[src/rtl/cam_pkg.sv]
// Shared definitions for the camera capture scheduler: compress modes, FSM
// states and the mode-escalation helper.
package cam_pkg;

  localparam logic [2:0] MODE_RAW   = 3'b000;
  localparam logic [2:0] MODE_DOWN  = 3'b100;
  localparam logic [2:0] MODE_DELTA = 3'b111;

  typedef enum logic [1:0] {
    ST_IDLE,
    ST_ARMED,
    ST_ACTIVE,
    ST_DONE
  } state_e;

  // Only the three defined modes are ever stored; anything else means raw.
  function automatic logic [2:0] sanitize_mode(input logic [2:0] mode);
    return ((mode == MODE_DOWN) || (mode == MODE_DELTA)) ? mode : MODE_RAW;
  endfunction

  function automatic logic [2:0] step_mode(input logic [2:0] mode);
    return (mode == MODE_RAW) ? MODE_DOWN : MODE_DELTA;
  endfunction

  function automatic logic [2:0] escalate_mode(input logic [2:0] mode,
                                               input logic [1:0] level);
    logic [2:0] res;
    res = mode;
    if (level >= 2'd1) res = step_mode(res);
    if (level >= 2'd2) res = step_mode(res);
    return res;
  endfunction

endpackage

[src/rtl/sched_regfile.sv]
// Four-entry schedule of compress modes; writes are sanitised, reads are
// combinational so the lookup sees the slot chosen on the same edge.
module sched_regfile
  import cam_pkg::*;
(
  input  logic       pclk,
  input  logic       reset,
  input  logic       we_i,
  input  logic [1:0] waddr_i,
  input  logic [2:0] wdata_i,
  input  logic [1:0] raddr_i,
  output logic [2:0] rdata_o
);

  logic [2:0] slot_rd [4];

  for (genvar gi = 0; gi < 4; gi++) begin : g_slot
    logic [2:0] mode_q;

    always_ff @(posedge pclk or negedge reset) begin
      if (!reset) begin
        mode_q <= MODE_RAW;
      end else if (we_i && (waddr_i == 2'(gi))) begin
        mode_q <= sanitize_mode(wdata_i);
      end
    end

    assign slot_rd[gi] = mode_q;
  end

  assign rdata_o = slot_rd[raddr_i];

endmodule

[src/rtl/capture_scheduler.sv]
// Per-frame compress-mode scheduler: tracks camera vsync, counts adapter
// writes per frame and picks the next frame's mode from the schedule.
module capture_scheduler
  import cam_pkg::*;
#(
  parameter int BYTE_CNT_W = 18,
  parameter int ADAPT_HOLD = 4
) (
  input  logic                  pclk,
  input  logic                  reset,
  input  logic                  cam_vsync,
  input  logic                  adapter_write_en,
  input  logic                  fifo_full,
  input  logic                  cfg_we,
  input  logic [1:0]            cfg_addr,
  input  logic [2:0]            cfg_data,
  input  logic [1:0]            cfg_len,
  input  logic                  cfg_adaptive,
  output logic [2:0]            compress_command,
  output logic [1:0]            slot_idx,
  output logic                  frame_done,
  output logic [BYTE_CNT_W-1:0] frame_bytes,
  output logic                  frame_overflow
);

  localparam int HOLD_W = (ADAPT_HOLD < 1) ? 1 : $clog2(ADAPT_HOLD + 1);
  localparam logic [HOLD_W-1:0] HOLD_INIT = HOLD_W'(ADAPT_HOLD);

  state_e                state_q, state_d;
  logic [2:0]            cmd_q, cmd_d;
  logic [1:0]            slot_q, slot_d;
  logic                  done_q, done_d;
  logic [BYTE_CNT_W-1:0] bytes_q, bytes_d;
  logic                  ovf_q, ovf_d;
  logic [BYTE_CNT_W-1:0] cnt_q, cnt_d;
  logic                  flag_q, flag_d;
  logic [HOLD_W-1:0]     hold_q, hold_d;
  logic [1:0]            level_q, level_d;

  logic [1:0]            next_slot;
  logic [2:0]            sched_mode;

  // A shortened schedule can leave slot_q beyond cfg_len; that also wraps to 0.
  assign next_slot = (slot_q >= cfg_len) ? 2'd0 : slot_q + 2'd1;

  sched_regfile u_sched (
    .pclk    (pclk),
    .reset   (reset),
    .we_i    (cfg_we),
    .waddr_i (cfg_addr),
    .wdata_i (cfg_data),
    .raddr_i (next_slot),
    .rdata_o (sched_mode)
  );

  always_ff @(posedge pclk or negedge reset) begin
    if (!reset) begin
      state_q <= ST_IDLE;
      cmd_q   <= MODE_RAW;
      slot_q  <= 2'd0;
      done_q  <= 1'b0;
      bytes_q <= '0;
      ovf_q   <= 1'b0;
      cnt_q   <= '0;
      flag_q  <= 1'b0;
      hold_q  <= '0;
      level_q <= 2'd0;
    end else begin
      state_q <= state_d;
      cmd_q   <= cmd_d;
      slot_q  <= slot_d;
      done_q  <= done_d;
      bytes_q <= bytes_d;
      ovf_q   <= ovf_d;
      cnt_q   <= cnt_d;
      flag_q  <= flag_d;
      hold_q  <= hold_d;
      level_q <= level_d;
    end
  end

  always_comb begin
    state_d = state_q;
    cmd_d   = cmd_q;
    slot_d  = slot_q;
    done_d  = 1'b0;
    bytes_d = bytes_q;
    ovf_d   = ovf_q;
    cnt_d   = cnt_q;
    flag_d  = flag_q;
    hold_d  = hold_q;
    level_d = level_q;

    case (state_q)
      ST_IDLE: begin
        if (!cam_vsync) state_d = ST_ARMED;
      end
      ST_ARMED: begin
        if (cam_vsync) state_d = ST_ACTIVE;
      end
      ST_ACTIVE: begin
        // The cycle that samples vsync low already belongs to the gap.
        if (!cam_vsync) begin
          state_d = ST_DONE;
          done_d  = 1'b1;
          bytes_d = cnt_q;
          ovf_d   = flag_q;
          cnt_d   = '0;
          flag_d  = 1'b0;
        end else if (adapter_write_en) begin
          if (~&cnt_q) cnt_d = cnt_q + BYTE_CNT_W'(1);
          if (fifo_full) flag_d = 1'b1;
        end
      end
      ST_DONE: begin
        state_d = cam_vsync ? ST_ACTIVE : ST_ARMED;
        slot_d  = next_slot;
        if (!cfg_adaptive) begin
          hold_d  = '0;
          level_d = 2'd0;
        end else if (ovf_q) begin
          hold_d  = HOLD_INIT;
          level_d = (level_q == 2'd2) ? 2'd2 : level_q + 2'd1;
        end else if (hold_q != '0) begin
          hold_d = hold_q - HOLD_W'(1);
          if (hold_q == HOLD_W'(1)) level_d = 2'd0;
        end
        cmd_d = (hold_d != '0) ? escalate_mode(sched_mode, level_d) : sched_mode;
      end
      default: state_d = ST_IDLE;
    endcase
  end

  assign compress_command = cmd_q;
  assign slot_idx         = slot_q;
  assign frame_done       = done_q;
  assign frame_bytes      = bytes_q;
  assign frame_overflow   = ovf_q;

endmodule

[config.mk]
export PLATFORM = sky130hd
export DESIGN_NAME = capture_scheduler
export DESIGN_NICKNAME = d
export VERILOG_FILES = /design/src/rtl/cam_pkg.sv /design/src/rtl/sched_regfile.sv /design/src/rtl/capture_scheduler.sv
export SDC_FILE = /design/constraint.sdc
export NUM_CORES = 1
export LEC_CHECK = 0
export ABC_AREA = 1
export BUFFER_PORTS_ARGS = -buffer_cell sky130_fd_sc_hd__buf_2
export CAP_MARGIN = 20
export CORE_UTILIZATION = 60
export CTS_BUF_LIST = sky130_fd_sc_hd__clkbuf_2
export CTS_CLUSTER_SIZE = 24
export DETAILED_ROUTE_END_ITERATION = 10
export HOLD_SLACK_MARGIN = 0.06
export PLACE_DENSITY = 0.82
export SKIP_LAST_GASP = 1
export SYNTH_ARGS = -nofsm -noshare
export SYNTH_HDL_FRONTEND = slang
export SYNTH_HIERARCHICAL = 1
export SYNTH_SLANG_ARGS = --single-unit
[constraint.sdc]
create_clock -name pclk -period 2.23 [get_ports pclk]
set_input_delay 0.5575 -clock pclk [delete_from_list [all_inputs] [get_ports pclk]]
set_output_delay 0.5575 -clock pclk [all_outputs]
set_load 0.02 [all_outputs]
==> impl_results.md, run 1 <==
- Number of synthesized register bits: 63
- CTS root buffer: clkbuf_2
- Total power: about 3.5 mW
- Mapped Nets: about 440
- Unrepaired setup endpoints after global routing: yes
- Largest net degree at the start of global routing: 29
- Antenna violations before repair: 0
- Worst EP arrival: around 2600 ps
- Final-report hold violation count: 0
- Initial Util: between 60 and 70%
- CTS Buf Count: 9
- FP Rows: 26
- Crit path capture type: register
- Clk_skew: about 18 ps
- Drt initial violations: around 210
- I/O Pins: 39
- Antenna Cells: 0
- Critical R2R Launch: slot_idx[0]$_DFFE_PN0N_
- Crit share post-route: 99.2%
- Cells after synthesis: about 420
- Most common cell after layout, fill and taps aside: nand2_1
- Leakage: 1.91 nW
- Crit path largest cell delay: 440 ps
- Critical path fanouts, max: 6
- Core Area: just over 5000 µm²
- Crit path max-delay family: simple AND/OR/NAND/NOR gates
- CP Class: reg -> reg
- Layout cells sized above 1: a little over a fifth
- Drt total wl: around 7500 µm
- R2r setup slk: ~18 ps
- Total grt overflow: 0
- Nets: about 500
- Area post-placement: between 3000 and 4000 µm²
- Setup Viol. Count Final: 0
- Synth-to-Final Area Change: 17.4%
- Status: completed
- Drt wl/cell: approximately 14 µm
- Tmin final: around 2200 ps
- Hold crit path type: in -> reg
- Dpl hpwl: around 5300 µm
- Placed cells: about 530
- Worst hold endpoint: u_sched/g_slot[1].mode_q[2]$_DFFE_PN0P_
- Number of clock sinks: 63
- Post-synth top area share: roughly 48%
- Startpoint Class: register
- H-tree depth: 3
- Register area share after synthesis: 48.3%
- Yosys cell types: 26
- Worst rel slew slack: between 60% and 70%
- Max Cap Viol: 0
- CTS tree: yes
- Fillers: ~390
- Slowest stage cell, crit path: dfrtp_1
- Width of the die: between 70 and 80 µm
- Cell area after layout: roughly 3800 µm²
- Die area: between 5000 and 6000 µm²
- Port bufs: 38
- Via/cell ratio: 5.33
- CP startpoint: slot_idx[0]$_DFFE_PN0N_
- Most frequent cells in the layout: nand2_1 (121), dfrtp_1 (62), inv_1 (50)
- Pwr Density: roughly 910 nW/µm²
- Syn. warnings: 6
- Synth area leaders: dfrtp_1 (48%), nand2_1 (14%), o21ai_0 (6.9%)
- First-pass GRT wire length: 11,700 µm
- Peak Freq: between 0.4 and 0.5 GHz
- Post-DRT Antenna Nets: 0
- Pins Over Slew Limit: 0
- Die H: approximately 76 µm
- Yosys top cell by area: dfrtp_1
- Worst r2r dst: compress_command[1]$_DFFE_PN0N_
- Final std cells w/o fill: between 500 and 600
- Final hold slack: around 330 ps
- CP bufs+invs: 2
- Via Count: around 2,900
- Met3 Wirelength: 419 µm
- Avg Cell Area, Syn: about 7.8 µm²
- CP Data Required Time: about 2600 ps
- Clk buf depth: 2
- R2R cell count: 15
- Worst VDD drop: approximately 0.00052 V
- TritonRoute pass-1 iters: 4
- GRT Total Usage: ~28%
- M1 wire length: between 3000 and 4000 µm
- Worst hold path stage count: 3
- Number of global-route vias before repair: ~2,700
- Tightest Pin Transition: a little under 600 ps
- Top Layer Used: met4
- Skew-Pair Late Insertion Delay: roughly 490 ps
- Mapped Area: around 3300 µm²
- GP Congestion: 0.891
- Post-route DRC: 0
- Detail Route met2 WL: between 3000 and 4000 µm
- Crit-path cells: inv_2, ha_4, o21ai_2, nand2_2, nor2_4, buf_6, a21oi_1, o21ai_1, nand2_1, nor3_2, nand2_1, nand3_2, nand2_2, nor2_2, nor2_1
- HP Start: cfg_addr[1]
- Clock-pin slew on the worst setup and hold paths: 170 ps
kinds of logic (layout without fill, tap and decap cells):
kind of cell	count (synthesis)	in the layout	share of synthesized area [%]
AOI/OAI and AO/OA	67	67	11.2
xor gates and xnor gates	10	10	2.68
adders and majority gates	7	7	2.68
buffers and inverters	62	124	7.82
DFF	63	63	48.3
and+or+nand+nor	209	209	27.3
power breakdown:
group | switching (mW) | leakage, nW | internal, mW
Sequential | 0.115 | 0.846 | 1.29
Clock | 0.402 | 0.0859 | 0.383
Combinational | 0.753 | 0.974 | 0.528
cell usage after synthesis, drive strengths merged:
master / count
buf: 4
o211ai: 3
or2: 2
xor2: 10
inv: 52
nand3: 28
nor3: 6
nand2: 127
o21ai: 51
nand4: 3
a21oi: 13
nand3b: 2
nor2: 41
dfrtp: 63
clkbuf: 6
ha: 7
stage by stage:
stage               utilization [%]  TNS, ps  setup WS, ps
CTS                            72.8        0          27.4
global placement               69.2    -95.5         -49.1
global route                   74.0     -247          -141
finish                         74.0        0          17.9
floorplan                         -        0          9.53
detailed placement             69.2     -451          -227
repair_timing:
| action | 4_1_cts | 5_1_grt |
|---|---|---|
| endpoints found under the setup margin | 2 | 2 |
| pin swaps | 3 | 13 |
| buffers inserted | 4 | 1 |
| gates cloned | 1 | 0 |
| hold buffers | 1 | 0 |
| hold endpoints to repair | 22 | 0 |
| resized for setup | 6 | 13 |
per-layer routing:
layer  up-vias  track usage [%]
met5         -                0
met4         0             15.2
met3        17             5.69
met2       103             46.6
met1      1371             34.9
li1       1439                -
cell type report:
type / count / area [µm²] / share of cell area (%)
clock buffers: 12 / 60.1 / 1.57
inverters: 52 / 198 / 5.16
multi-input cells: 293 / 1490 / 38.9
repair buffers: 56 / 345 / 9.02
well taps: 70 / 87.6 / 2.29
flip-flops and latches: 63 / 1580 / 41.2
clock inverters: 4 / 70.1 / 1.83
worst max path at each step:
stage	end	cells past startpoint
after floorplan	compress_command[0]$_DFFE_PN0N_	15
after global placement	compress_command[1]$_DFFE_PN0N_	15
after CTS	compress_command[1]$_DFFE_PN0N_	15
after detailed placement	compress_command[1]$_DFFE_PN0N_	15
final	compress_command[1]$_DFFE_PN0N_	15
after global routing	compress_command[1]$_DFFE_PN0N_	16
registers in the layout, summed over array words and instances (netlist names):
name                   count
hold_q                     3
compress_command           3
cnt_q                     18
u_sched/g_slot.mode_q     12
level_q                    2
flag_q                     1
frame_done                 1
frame_bytes               18
slot_idx                   2
frame_overflow             1
state_q                    2
tightest hold or removal path: stages:
cell and delay [ps]:
buf_2 100, o21ai_0 80, nand2_1 60
Power figures use the tool's default switching activity.
==> run 2: changes to the inputs <==
--- a/config.mk
+++ b/config.mk
@@ -13,7 +13,8 @@
 export CTS_CLUSTER_SIZE = 24
 export DETAILED_ROUTE_END_ITERATION = 10
 export HOLD_SLACK_MARGIN = 0.06
-export PLACE_DENSITY = 0.82
+export PLACE_DENSITY_LB_ADDON = 0.12
+export SETUP_SLACK_MARGIN = 0.15
 export SKIP_LAST_GASP = 1
 export SYNTH_ARGS = -nofsm -noshare
 export SYNTH_HDL_FRONTEND = slang
==> run 2 against run 1 <==
Clock power is 14% lower; global-route usage decreased by 1.9 points; final area decreased by 1.3%; critical endpoint is now compress_command[0]$_DFFE_PN0N_; combinational power fell by 7%.
==> impl_results.md, run 2 (synthesized netlist as in run 1, its figures left out) <==
- Port bufs: 38
- Psw: around 1.2 mW
- GRT Total Usage: a little over a quarter
- Status: completed
- Pwr Density: between 800 and 900 nW/µm²
- CP Class: reg -> reg
- CP Data Required Time: approximately 2700 ps
- Drt total wl: slightly below 7000 µm
- Hold crit path type: in -> reg
- Drt wl/cell: 12.8 µm
- First-pass GRT wire length: between 10,000 and 15,000 µm
- Startpoint Class: register
- Switch share: between 30% and 40%
- Pins Over Slew Limit: 0
- Via/cell ratio: roughly 5.2
- Die H: between 70 and 80 µm
- Dpl hpwl: 5140 µm
- Placement Setup Slack: -95.9 ps
- CTS root buffer: clkbuf_2
- Critical path fanouts, max: 8
- Gate power share: a little over a third
- TritonRoute pass-1 iters: 4
- Synth-to-Final Area Change: 15.9%
- Nets: 490
- Final std cells w/o fill: between 500 and 600
- GP Congestion: 0.957
- Worst EP arrival: ~2500 ps
- Tightest Pin Transition: 453 ps
- Crit path capture type: register
- Total grt overflow: 0
- Drt initial violations: around 190
- Max Cap Viol: 0
- Most frequent cells in the layout: nand2_1 (122), dfrtp_1 (61), inv_1 (49)
- Clk buf depth: 2
- Clk network pwr share: 20.6%
- Leakage: 1.87 nW
- Core Area: ~5200 µm²
- Unrepaired setup endpoints after global routing: yes
- Clock-pin slew on the worst setup and hold paths: approximately 170 ps
- Layout cells sized above 1: between 20% and 30%
- Largest net degree at the start of global routing: 33
- Width of the die: approximately 76 µm
- Die area: 5740 µm²
- Skew-Pair Late Insertion Delay: approximately 520 ps
- Post-route DRC: 0
- Worst VDD drop: 0.000496 V
- Most common cell after layout, fill and taps aside: nand2_1
- Sequential Power Share: 42.8%
- Final-report hold violation count: 0
- Cell-internal power: between 2 and 2.5 mW
- Setup Viol. Count Final: 0
- Placed cells: between 500 and 600
- Worst rel slew slack: a little over two thirds
- CTS Buf Count: 9
- CTS tree: yes
- I/O Pins: 39
- Via Count: around 2,800
- Clk_skew: around 29 ps
- Antenna violations before repair: 0
- Initial Util: between 60% and 70%
- Tmin final: approximately 2100 ps
- FP Rows: 26
- Post-DRT Antenna Nets: 0
- H-tree depth: 3
- Final WS setup: approximately 140 ps
- Crit share post-route: 93.6%
- Number of clock sinks: 63
- Peak Freq: approximately 0.48 GHz
- Antenna Cells: 0
- Number of global-route vias before repair: 2,646
[run 2: cell count changes in the layout (fill, tap and decap cells not counted), sizes merged]
cell and change:
buf -6, clkinvlp +1, bufinv -1
[run 2: final timing paths]
check | cells past startpoint | startpoint | slack [ps] | to
worst max-delay path | 14 | slot_idx[0]$_DFFE_PN0N_ | 140 | compress_command[0]$_DFFE_PN0N_
worst min-delay path | 3 | cfg_adaptive | 320 | hold_q[2]$_DFFE_PN0N_
worst max register to register | 14 | slot_idx[0]$_DFFE_PN0N_ | 140 | compress_command[0]$_DFFE_PN0N_
worst min register to register | 2 | frame_bytes[10]$_DFFE_PN0P_ | 490 | frame_bytes[10]$_DFFE_PN0P_
max in group asynchronous | 3 | reset | 1200 | cnt_q[11]$_DFFE_PN0P_
min in group asynchronous | 2 | reset | 440 | compress_command[1]$_DFFE_PN0N_
[run 2: layout make-up]
class	instances	area, µm²
Clock buffer	12	60.1
Sequential cell	63	1580
Inverter	52	198
Tap cell	70	87.6
Timing Repair Buffer	50	312
Fill cell	391	1390
Clock inverter	4	46.3
Multi-Input combinational cell	293	1500
[run 2: timing repair]
action | CTS | global route
endpoints found under the hold margin | 12 | 0
buffers inserted | 1 | 2
setup endpoints to repair | 2 | 2
pin swaps | 1 | 4
gates resized for setup | 4 | 7
hold buffers | 1 | 0
[run 2: power groups by stage]
stage          clock network (mW)  logic, mW  registers, mW
3_5_place_dp                    0       1.05           1.43
6_report                    0.674       1.19           1.40
5_1_grt                     0.733       1.36           1.42
2_1_floorplan                   0      0.641           1.50
4_1_cts                     0.687       1.10           1.40
3_3_place_gp                    0      0.996           1.42
[run 2: metal layers]
metal	routed length, µm	global-route usage [%]
met1	3000	29.6
met2	3490	46.8
met3	284	6.61
met4	165	12.6
met5	0	0
[run 2: stage by stage]
stage	setup TNS [ps]	util (%)	total power [mW]	instance area (µm²)	hold WS, ps
4_1_cts	0	72.3	3.18	3740	293
2_1_floorplan	0	-	2.14	3300	262
3_5_place_dp	-161	69.6	2.47	3600	458
6_report	0	73.1	3.27	3780	318
5_1_grt	-58.0	73.1	3.51	3780	307
3_3_place_gp	-20.3	69.6	2.41	3600	454
[run 2: worst max-delay path: stages (launching register included)]
cell,delay [ps]
dfrtp_2,440
inv_2,90
ha_4,200
o21ai_2,110
nand2_2,100
nor2_4,210
a21oi_1,90
o21ai_0,80
nand2_1,110
nor3_2,190
nand2_1,80
nand3_2,90
nand2_2,70
nor2_2,90
nor2_1,60
==> run 3: changes to the inputs <==
==> constraint.sdc (replaced) <==
create_clock -name pclk -period 2.23 [get_ports pclk]
set_input_delay 0.223 -clock pclk [delete_from_list [all_inputs] [get_ports pclk]]
set_output_delay 0.223 -clock pclk [all_outputs]
set_load 0.02 [all_outputs]
==> run 3 against run 2 <==
Flip-flop and latch count unchanged; final cell count rose by 1.1%; combinational power about the same; final area up 2.5%; sequential share of layout area decreased by 1.0 points; global-route usage up 1.5 points; largest cell class unchanged.
==> impl_results.md, run 3 (synthesized netlist as in run 1, its figures left out) <==
- Peak Freq: around 0.47 GHz
- Worst EP arrival: approximately 2600 ps
- CTS Buf Count: 9
- Status: completed
- Tmin final: around 2100 ps
- Layout cells sized above 1: roughly a fifth
- Psw: around 1.3 mW
- CTS root buffer: clkbuf_2
- Final-report hold violation count: 0
- Clock-pin slew on the worst setup and hold paths: approximately 190 ps
- Die area: around 5700 µm²
- Clk buf depth: 2
- Total power: between 3 and 4 mW
- Worst VDD drop: between 0.0004 and 0.0005 V
- Width of the die: approximately 76 µm
- HP Start: cam_vsync
- Hold crit path type: in -> reg
- Most frequent cells in the layout: nand2_1 (121), dfrtp_1 (62), inv_1 (50)
- Number of global-route vias before repair: 2,694
- Port bufs: 38
- Drt initial violations: 166
- Final hold slack: around 110 ps
- Initial Util: 63.1%
- Pins Over Slew Limit: 0
- GRT Total Usage: between 20% and 30%
- Critical R2R Launch: slot_idx[0]$_DFFE_PN0N_
- Via Count: 2,918
- Drt wl/cell: approximately 13 µm
- CP Class: reg -> reg
- Post-DRT Antenna Nets: 0
- Fillers: around 390
- TritonRoute pass-1 iters: 5
- Dpl hpwl: roughly 5000 µm
- Worst r2r dst: compress_command[1]$_DFFE_PN0N_
- Crit path capture type: register
- I/O Pins: 39
- First-pass GRT wire length: ~12,000 µm
- Tightest Pin Transition: 832 ps
- Startpoint Class: register
- Gate power share: between 30% and 40%
- Drt total wl: 7340 µm
- Core Area: 5170 µm²
- Antenna Cells: 0
- CTS tree: yes
- CP Data Required Time: around 2700 ps
- R2R cell count: 14
- Most common cell after layout, fill and taps aside: nand2_1
- Nets: ~500
- Antenna violations before repair: 0
- Worst hold endpoint: cnt_q[15]$_DFFE_PN0P_
- Die H: between 70 and 80 µm
- GP Congestion: around 0.95
- Crit share post-route: roughly 96%
- Worst rel slew slack: between 40% and 50%
- Pwr Density: about 900 nW/µm²
- Skew-Pair Late Insertion Delay: approximately 510 ps
- Clk network pwr share: a little over a quarter
- R2r setup slk: just under 90 ps
- Largest net degree at the start of global routing: 38
- FP Rows: 26
- Synth-to-Final Area Change: 18.8%
- Sequential Power Share: 40.2%
- Worst hold path stage count: 3
- Critical path fanouts, max: 8
- Switch share: a little over a third
- Via/cell ratio: 5.31
- Clk_skew: between 20 and 30 ps
- Number of clock sinks: between 60 and 70
- Cell-internal power: around 2.2 mW
- Unrepaired setup endpoints after global routing: yes
- Total grt overflow: 0
- H-tree depth: 3
- Max Cap Viol: 0
- Post-route DRC: 0
- Leakage: ~1.9 nW
- Setup Viol. Count Final: 0
-- run 3: changes by cell type in the layout (fill, tap and decap cells not counted), sizes merged --
cell and change:
clkbuf -2, clkinvlp +1, clkinv -1, dlygate4sd3 +10
bufinv +2, buf -4
-- run 3: how the worst max path moves through the flow --
stage | startpoint | to | slack (ps) | depth (start not counted)
2_1_floorplan | slot_idx[0]$_DFFE_PN0N_ | compress_command[0]$_DFFE_PN0N_ | 160 | 15
3_3_place_gp | slot_idx[0]$_DFFE_PN0N_ | compress_command[0]$_DFFE_PN0N_ | 170 | 14
3_5_place_dp | slot_idx[0]$_DFFE_PN0N_ | compress_command[0]$_DFFE_PN0N_ | 40 | 14
4_1_cts | slot_idx[0]$_DFFE_PN0N_ | compress_command[0]$_DFFE_PN0N_ | 160 | 14
5_1_grt | slot_idx[0]$_DFFE_PN0N_ | compress_command[0]$_DFFE_PN0N_ | -5 | 14
6_report | slot_idx[0]$_DFFE_PN0N_ | compress_command[1]$_DFFE_PN0N_ | 90 | 14
-- run 3: cell type report --
cell class	count	area (µm²)	area share, %
multi-input combinational	293	1490	38.4
inverter	52	198	5.10
timing repair buffer	56	365	9.43
tap	70	87.6	2.26
clock inverter	6	109	2.81
clock buffer	10	50.0	1.29
sequential	63	1580	40.7
-- run 3: worst max-delay path: stages, from the launching register on --
cell and delay [ps]:
dfrtp_2 450, inv_2 90, ha_4 200, o21ai_2 150
nand2_2 120, nor2_4 220, nand2_1 90, o211ai_1 80
nand2_1 100, nor3_2 170, nand2_1 70, nand3_1 100
nand2_2 70, nor2_2 100, nor2_1 50
-- run 3: per-layer routing --
metal | up-vias | GRT usage [%] | wire, µm | part of all wire [%]
met5 | - | 0 | 0 | 0
met4 | 0 | 13.8 | 160 | 2.2
met3 | 16 | 6.61 | 281 | 3.8
met2 | 69 | 48.1 | 3750 | 51
met1 | 1389 | 32.6 | 3150 | 43
li1 | 1444 | - | - | -
-- run 3: power by group through the flow --
stage | Clock (mW) | Combinational, mW | Sequential, mW
global placement | 0 | 0.920 | 1.41
detailed placement | 0 | 0.963 | 1.42
finish | 0.912 | 1.16 | 1.40
CTS | 0.919 | 1.04 | 1.39
floorplan | 0 | 0.631 | 1.50
global route | 0.965 | 1.30 | 1.42
-- run 3: what timing repair did --
action / 4_1_cts / 5_1_grt
setup buffers: 1 / 2
hold buffers: 12 / 0
hold endpoints to repair: 37 / 0
gates resized for setup: 3 / 8
endpoints found under the setup margin: 2 / 3
pin swaps: 1 / 10
-- run 3: metrics by stage --
| step | cells | TNS [ps] | area [µm²] | util, % | setup slack, ps |
|---|---|---|---|---|---|
| final | 550 | 0 | 3870 | 74.9 | 89.4 |
| after global routing | 550 | -4.98 | 3870 | 74.9 | -4.98 |
| after CTS | 549 | 0 | 3830 | 74.1 | 159 |
| after detailed placement | 520 | 0 | 3530 | 68.3 | 36.6 |
| after global placement | 520 | 0 | 3530 | 68.3 | 174 |
| after floorplan | 418 | 0 | 3280 | - | 163 |
